==> src/rtl/multisim_axi_outstanding_limiter.sv <==
// multisim_axi_outstanding_limiter
//
// Buffers the AW, W and AR channels of an AXI manager in independent
// DEPTH-entry FIFOs. It releases AW/AR to the subordinate only while fewer
// than MAX_OUTSTANDING writes/reads are in flight. Write completions are
// counted from the observed B handshake. Read completions are counted from
// the observed R handshake carrying rlast. W is never gated by the write
// limit.
//
// Ports
//   clk, rst                       single clock, synchronous active-high reset
//   s_aw/s_awvalid/s_awready       AW from the client
//   s_w/s_wlast/s_wvalid/s_wready  W from the client
//   s_ar/s_arvalid/s_arready       AR from the client
//   o_m_aw*, i_m_awready           AW to the subordinate
//   o_m_w*, i_m_wready             W to the subordinate
//   o_m_ar*, i_m_arready           AR to the subordinate
//   i_m_bvalid/i_m_bready          observed B handshake
//   i_m_rvalid/i_m_rready/i_m_rlast observed R handshake
//   o_wr_outstanding, o_rd_outstanding  current in-flight counts
//   o_stall_cnt                    only with MULTISIM_AXI_LIMITER_STATS_EN:
//                                  saturating count of cycles in which a
//                                  buffered AW/AR is held back by the limit

module multisim_axi_outstanding_limiter_fifo #(
  parameter int WIDTH = 8,
  parameter int DEPTH = 4
) (
  input  logic             clk,
  input  logic             rst,
  input  logic             push,
  input  logic [WIDTH-1:0] push_data,
  input  logic             pop,
  output logic [WIDTH-1:0] head,
  output logic             empty,
  output logic             full
);
  localparam int PW = $clog2(DEPTH);

  // One extra pointer bit separates the full state from the empty state.
  logic [PW:0]      wr_ptr;
  logic [PW:0]      rd_ptr;
  logic [WIDTH-1:0] mem [DEPTH];

  always_ff @(posedge clk) begin
    if (rst) begin
      wr_ptr <= '0;
      rd_ptr <= '0;
    end else begin
      if (push) wr_ptr <= wr_ptr + {{PW{1'b0}}, 1'b1};
      if (pop)  rd_ptr <= rd_ptr + {{PW{1'b0}}, 1'b1};
    end
  end

  always_ff @(posedge clk) begin
    if (push) mem[wr_ptr[PW-1:0]] <= push_data;
  end

  assign head  = mem[rd_ptr[PW-1:0]];
  assign empty = (wr_ptr == rd_ptr);
  assign full  = (wr_ptr[PW] != rd_ptr[PW]) && (wr_ptr[PW-1:0] == rd_ptr[PW-1:0]);
endmodule

module multisim_axi_outstanding_limiter #(
  parameter int AW_WIDTH        = 64,
  parameter int W_WIDTH         = 72,
  parameter int AR_WIDTH        = 64,
  parameter int DEPTH           = 4,
  parameter int MAX_OUTSTANDING = 8
) (
  input  logic                clk,
  input  logic                rst,
  input  logic [AW_WIDTH-1:0] s_aw,
  input  logic                s_awvalid,
  output logic                s_awready,
  input  logic [W_WIDTH-1:0]  s_w,
  input  logic                s_wlast,
  input  logic                s_wvalid,
  output logic                s_wready,
  input  logic [AR_WIDTH-1:0] s_ar,
  input  logic                s_arvalid,
  output logic                s_arready,
  output logic [AW_WIDTH-1:0] o_m_aw,
  output logic                o_m_awvalid,
  input  logic                i_m_awready,
  output logic [W_WIDTH-1:0]  o_m_w,
  output logic                o_m_wlast,
  output logic                o_m_wvalid,
  input  logic                i_m_wready,
  output logic [AR_WIDTH-1:0] o_m_ar,
  output logic                o_m_arvalid,
  input  logic                i_m_arready,
  input  logic                i_m_bvalid,
  input  logic                i_m_bready,
  input  logic                i_m_rvalid,
  input  logic                i_m_rready,
  input  logic                i_m_rlast,
  output logic [7:0]          o_wr_outstanding,
  output logic [7:0]          o_rd_outstanding
`ifdef MULTISIM_AXI_LIMITER_STATS_EN
  ,
  output logic [31:0]         o_stall_cnt
`endif
);
  localparam logic [7:0] MAX_CNT = 8'(MAX_OUTSTANDING);

  // A simultaneous increment and decrement cancel. A decrement at zero is
  // ignored, so the count never wraps.
  function automatic logic [7:0] next_cnt(input logic [7:0] cnt, input logic inc,
                                          input logic dec);
    if (inc && !dec) return cnt + 8'd1;
    if (dec && !inc && cnt != 8'd0) return cnt - 8'd1;
    return cnt;
  endfunction

  logic                aw_push, aw_pop, aw_empty, aw_full;
  logic                w_push, w_pop, w_empty, w_full;
  logic                ar_push, ar_pop, ar_empty, ar_full;
  logic [AW_WIDTH-1:0] aw_head;
  logic [W_WIDTH:0]    w_head;
  logic [AR_WIDTH-1:0] ar_head;
  logic [7:0]          wr_cnt, rd_cnt;

  // Ready depends only on registered FIFO state (and rst), never on valid.
  assign s_awready = !rst && !aw_full;
  assign s_wready  = !rst && !w_full;
  assign s_arready = !rst && !ar_full;

  assign aw_push = s_awvalid && s_awready;
  assign w_push  = s_wvalid && s_wready;
  assign ar_push = s_arvalid && s_arready;

  assign o_m_awvalid = !rst && !aw_empty && (wr_cnt < MAX_CNT);
  assign o_m_wvalid  = !rst && !w_empty;
  assign o_m_arvalid = !rst && !ar_empty && (rd_cnt < MAX_CNT);

  // Payloads read as zero in reset and while empty, so stale memory contents never show.
  assign o_m_aw    = (!rst && !aw_empty) ? aw_head : '0;
  assign o_m_w     = (!rst && !w_empty) ? w_head[W_WIDTH-1:0] : '0;
  assign o_m_wlast = !rst && !w_empty && w_head[W_WIDTH];
  assign o_m_ar    = (!rst && !ar_empty) ? ar_head : '0;

  assign aw_pop = o_m_awvalid && i_m_awready;
  assign w_pop  = o_m_wvalid && i_m_wready;
  assign ar_pop = o_m_arvalid && i_m_arready;

  multisim_axi_outstanding_limiter_fifo #(.WIDTH(AW_WIDTH), .DEPTH(DEPTH)) u_aw_fifo (
    .clk(clk), .rst(rst), .push(aw_push), .push_data(s_aw), .pop(aw_pop),
    .head(aw_head), .empty(aw_empty), .full(aw_full));

  multisim_axi_outstanding_limiter_fifo #(.WIDTH(W_WIDTH + 1), .DEPTH(DEPTH)) u_w_fifo (
    .clk(clk), .rst(rst), .push(w_push), .push_data({s_wlast, s_w}), .pop(w_pop),
    .head(w_head), .empty(w_empty), .full(w_full));

  multisim_axi_outstanding_limiter_fifo #(.WIDTH(AR_WIDTH), .DEPTH(DEPTH)) u_ar_fifo (
    .clk(clk), .rst(rst), .push(ar_push), .push_data(s_ar), .pop(ar_pop),
    .head(ar_head), .empty(ar_empty), .full(ar_full));

  always_ff @(posedge clk) begin
    if (rst) begin
      wr_cnt <= 8'd0;
      rd_cnt <= 8'd0;
    end else begin
      wr_cnt <= next_cnt(wr_cnt, aw_pop, i_m_bvalid && i_m_bready);
      rd_cnt <= next_cnt(rd_cnt, ar_pop, i_m_rvalid && i_m_rready && i_m_rlast);
    end
  end

  assign o_wr_outstanding = wr_cnt;
  assign o_rd_outstanding = rd_cnt;

`ifdef MULTISIM_AXI_LIMITER_STATS_EN
  function automatic logic [31:0] sat_inc(input logic [31:0] v);
    return (v == 32'hFFFF_FFFF) ? v : v + 32'd1;
  endfunction

  logic        stall;
  logic [31:0] stall_cnt;

  assign stall = (!aw_empty && wr_cnt == MAX_CNT) || (!ar_empty && rd_cnt == MAX_CNT);

  always_ff @(posedge clk) begin
    if (rst)        stall_cnt <= 32'd0;
    else if (stall) stall_cnt <= sat_inc(stall_cnt);
  end

  assign o_stall_cnt = stall_cnt;
`else
  // Stall statistics are not built in this configuration.
`endif
endmodule
==> config.mk <==
export PLATFORM = sky130hd
export DESIGN_NAME = multisim_axi_outstanding_limiter
export DESIGN_NICKNAME = d
export VERILOG_FILES = /design/src/rtl/multisim_axi_outstanding_limiter.sv
export SDC_FILE = /design/constraint.sdc
export NUM_CORES = 1
export LEC_CHECK = 0
export CAP_MARGIN = 5
export CORE_MARGIN = 5
export CORE_UTILIZATION = 50
export CTS_CLUSTER_DIAMETER = 200
export CTS_CLUSTER_SIZE = 20
export DETAILED_ROUTE_END_ITERATION = 10
export HOLD_SLACK_MARGIN = 0.03
export PLACE_DENSITY = 0.74
export SYNTH_ARGS = -nofsm -noshare
export SYNTH_HDL_FRONTEND = slang
export SYNTH_SLANG_ARGS = --single-unit
export TNS_END_PERCENT = 50
==> constraint.sdc <==
create_clock -name clk -period 4 [get_ports clk]
set_input_delay 0.6 -clock clk [delete_from_list [all_inputs] [get_ports clk]]
set_output_delay 0.6 -clock clk [all_outputs]
set_load 0.1 [all_outputs]
; After elaboration in Yosys (flattened, before gate mapping)
; Memories as Yosys holds them, arrays and structs flattened. A register that Yosys moved wholly into a read port is not among the register bits.
; Index checks and enable logic that the tools add are counted.
[word_totals]
output_inout_bits = 223
word_cells = 107
n_memories = 3
ram_bits = 804
reg_bits = 34
inputBits = 214
[classes]
eq_ne = 9
n_addsub = 10
magnitude_cmp = 2
muxes = 33
reduce_logical = 42
[memory_table]
columns = memory, depth, word_bits, rd, rd_clocked_by_memory_dff, wr, line_no
row1 = u_w_fifo.mem, 4, 73, 1, 1, 1, 43  ; logic [WIDTH-1:0] mem [DEPTH];
row2 = u_ar_fifo.mem, 4, 64, 1, 1, 1, 43
row3 = u_aw_fifo.mem, 4, 64, 1, 1, 1, 43
[op_table]
columns = op, n
row1 = $mux W64, 2
row2 = $mux W72, 1
row3 = $mux W8, 8
row4 = $logic_and A1 B1 Y1, 27
row5 = $add A3 B1 Y3 const B, 6
row6 = $add A8 B1 Y8 const B, 2
row7 = $lt A8 B4 Y1 const B, 2
row8 = $mux W1, 16
row9 = $reduce_bool A8 Y1, 2
row10 = $sub A8 B1 Y8 const B, 2
row11 = $mux W2, 6
row12 = $logic_not A1 Y1, 11
row13 = $eq A3 B3 Y1, 3
row14 = $eq A2 B2 Y1, 3
row15 = $reduce_bool A2 Y1, 2
row16 = $ne A1 B1 Y1, 3

; Depth between registers and ports, before layout
[logic_depth]
ltp_word = 13
ltp_mapped = 7
mapped_depth_nobuf = 7

; Cells and area by module
; Synthesis repeated with hierarchy kept, for this count alone.
[hier_totals]
cells_unflattened = 1517
hier_area_um2 = 32824.0
[modules_own_cells]
columns = module, cells_per_inst, n_inst, seq_area_each_um2, area_each_um2
row1 = multisim_axi_outstanding_limiter_fifo (u_ar_fifo ...), 374, 2, 7847.5, 9709.3
row2 = multisim_axi_outstanding_limiter_fifo (u_w_fifo), 421, 1, 8928.6, 11006.8
row3 = multisim_axi_outstanding_limiter, 348, 1, 320.3, 2398.6

; Least setup slack after synthesis
; OpenSTA, ideal clock, no wires.
[synth_path]
path_kind = in2reg
startpoint = in rst
endpoint = mem u_w_fifo.mem[3][0] in the netlist's numbering, enable pin
setup_time_ns = 0.441
n_path_buf = 1
setup_slack_ns = 0.438
t_required_ns = 3.559
path_stages = 3
t_arrival_ns = 3.121
path_cell_list = clkbuf_1 a311oi_1 and2_1
[synth_via]
elab_chain_cells = 5
[synth_rtl]
columns = element, line_no
row1 = from (decl), 72  ; input logic rst,
row2 = $logic_not A1 Y1, 126  ; assign s_wready = !rst && !w_full;
row3 = $logic_and A1 B1 Y1, 126
row4 = $logic_and A1 B1 Y1, 130  ; assign w_push = s_wvalid && s_wready;
row5 = $mux W1, 56  ; if (push) mem[wr_ptr[PW-1:0]] <= push_data;
row6 = $mux W1 (not written as such), 56
row7 = to (decl), 43
; No other way between the ends.

==> reports/metrics.csv <==
metric;value;unit
status;completed;
period_share;83.5;%
grt_pass1_vias;16737;
coreArea;64500;um^2
yosysWarnings;0;
remaining_drc_errors;0;
fp.dieW;265;um
critPathMostFrequentCell;buf_4;
crit_fanout;31;
rr_worst_depth;4;
yosys_most_used_dff;edfxtp_1;
dpl_cell_area;38500;um^2
end_kind;output pin;
reg2reg_slack;1.29;ns
peakVddDrop;0.452;mV
max_stage_delay;0.75;ns
dp.cells;2792;
leakagePower;13.1;nW
crit_cells;4;
slowest_stage;dfxtp_4;
synth-seq-cells;844;
clk_pin_slew;0.09;ns
hpwl;45600;um
critPathRequiredTime;3.40;ns
synthToLayoutAreaGrowth;22.6;%
ctsResizeCount;0;
total_power;20.9;mW
cts_made_buffers;48;
h-tree-depth;2;
ant_nets;0;
finalMaxSlewViolations;0;
start_kind;flop;
reg2reg_from;u_w_fifo.wr_ptr[0];
finalNetCount;2222;
r2r-end;u_w_fifo.mem[3][47];
wl_per_cell;24.2;um
drv_cap;0;
layout-drive-gt1-share;26.9;%
synth_nets;1775;
gr-total-overflow;0;
ff_latch_area;25000;um^2
grt_pass1_wl;105000;um
wirelength;69700;um
rows;93;
antenna_found_initial;16;
hold_ws;0.452;ns
start_util;50.5;%
finalSetupViolations;0;
arrival;2.74;ns
grt_max_degree;78;
cts_sinks;844;
cts_tree;done;
track_usage;19.4;%
clock_latency;0.60;ns
hold_class;primary input to flop;
synthArstFlopShare;0;%
clockBufferDepth;3;
rsz0062_at_grt;no;
setup_tns;0;ns
finalHoldViolCount;0;
critPathKind;flop to output pin;
cp_top_family;flip-flops;
post-cts-setup-buffer-count;0;
tightest_slew;1.16;ns
clock_skew;0.0201;ns
first_pass_iters;8;
vias;16151;
endpoint;o_m_ar[26];
port_buffers;436;
cp.buffers_inverters;2;
final_area;39900;um^2
fmax;299;MHz
crit_chain;buf_4 -> mux4_2 -> and3_1 -> buf_4;
fillCellCount;4475;
synthCells;1540;
layoutNonFillerInstCount;2884;
slew_headroom;22.8;%
chipHeight;265;um
p_per_area;524;nW/um^2
netlist_area;32600;um^2
vias_per_cell;5.60;
layout_min_cycle_time;3.34;ns
gp_congestion;0.772;
multi_input_area;7280;um^2
die_area;70300;um^2
synth_seq_area_share;76.6;%
drtIter0Drc;1203;
cts-root-buf;clkbuf_16;
ys_types;49;
synth_edf_count;804;
hold_buffers;0;
syn_avg_cell_area;21.1;um^2
num_io_pins;437;
through the flow:
stage | setup slack [ns] | utilization (%)
CTS | 0.524 | 61.9
detailed placement | 0.825 | 59.8
global placement | 0.922 | 59.8
global route | 0.432 | 61.9
floorplan | 0.438 | -
finish | 0.658 | 61.9
worst min-delay path by stage:
stage                             start                  end  slack [ns]  cells past startpoint
floorplan           u_aw_fifo.rd_ptr[2]  u_aw_fifo.rd_ptr[2]        0.50                      2
global placement    u_aw_fifo.rd_ptr[2]  u_aw_fifo.rd_ptr[2]        0.52                      2
detailed placement  u_aw_fifo.wr_ptr[2]  u_aw_fifo.wr_ptr[2]        0.53                      2
CTS                                 rst                 flop        0.40                      2
global route                        rst                 flop        0.44                      2
finish                              rst                 flop        0.45                      2
cell type report:
class / count / share of cell area [%]
diodes: 11 / 0.0690
clock buffers: 78 / 3.34
clock inverters: 3 / 0.0846
inverters: 19 / 0.179
multi-input cells: 599 / 18.2
flip-flops and latches: 844 / 62.5
well taps: 855 / 2.68
repair buffers: 475 / 12.9
per-layer routing:
| layer | vias to the layer above | global-route usage [%] | part of all wire [%] |
|---|---|---|---|
| met5 | - | 0 | 0.057 |
| met4 | 8 | 6.32 | 2.8 |
| met3 | 100 | 4.49 | 7.0 |
| met2 | 511 | 31.9 | 51 |
| met1 | 8423 | 26.3 | 39 |
| li1 | 7109 | - | - |
where the power goes:
part	switching [mW]	internal, mW
logic	3.85	1.92
registers	0.239	9.95
clock network	2.64	2.30
total	6.74	14.2
cell families (layout without fill, tap and decap cells):
logic type	Yosys count	after routing	share of synthesized area, %
DFF	844	844	76.6
and+or+nand+nor	300	300	5.50
muxes	208	208	14.1
buffers and inverters	97	575	1.19
AOI/OAI and AO/OA	43	43	1.04
xor gates and xnor gates	27	27	0.726
adders and majority gates	21	21	0.807
other	0	11	0
synthesized netlist by cell type (2+ instances only):
cell / instances / area (um^2)
buf_1: 3 / 11.3
mux4_2: 201 / 4530
buf_2: 19 / 95.1
a311oi_1: 4 / 35.0
nor3_1: 6 / 30.0
clkbuf_1: 56 / 210
xnor2_1: 18 / 158
nor3b_1: 2 / 15.0
edfxtp_1: 804 / 24100
dfxtp_1: 40 / 801
o41ai_2: 2 / 32.5
o2111ai_1: 2 / 17.5
mux2_2: 3 / 33.8
and2_1: 87 / 544
mux2i_1: 2 / 20.0
a31oi_1: 8 / 50.1
nand3_1: 15 / 75.1
inv_1: 19 / 71.3
nor4_1: 2 / 12.5
a21oi_1: 9 / 45.0
o21ai_0: 4 / 20.0
ha_1: 21 / 263
xor2_1: 9 / 78.8
nor2_1: 32 / 120
and3_1: 68 / 425
o31ai_1: 3 / 22.5
nand2_1: 12 / 45.0
or3_1: 2 / 12.5
nor2b_1: 67 / 419
cell usage in the layout, fill, tap and decap left out, drive strengths merged, types with 4 or more instances in the layout:
| cell | count |
|---|---|
| nor3 | 6 |
| o31ai | 4 |
| clkbuf | 78 |
| clkdlybuf4s50 | 224 |
| a311oi | 4 |
| edfxtp | 804 |
| nor2 | 33 |
| ha | 21 |
| xor2 | 9 |
| nand2 | 12 |
| inv | 22 |
| mux4 | 201 |
| o21ai | 4 |
| nand3 | 16 |
| and3 | 68 |
| a31oi | 8 |
| a21oi | 9 |
| buf | 251 |
| diode | 11 |
| mux2 | 5 |
| dfxtp | 40 |
| nor2b | 67 |
| nor4 | 4 |
| and2 | 87 |
| xnor2 | 18 |
sequential cells by signal, indices dropped and copies added (netlist names), named ones only:
name              count
u_aw_fifo.wr_ptr      3
u_ar_fifo.rd_ptr      3
u_ar_fifo.mem       256
u_w_fifo.mem        292
u_aw_fifo.rd_ptr      3
u_aw_fifo.mem       256
o_wr_outstanding      8
u_w_fifo.rd_ptr       3
o_rd_outstanding      8
u_ar_fifo.wr_ptr      3
u_w_fifo.wr_ptr       3
Note: power is estimated with default switching activity, not from simulation.
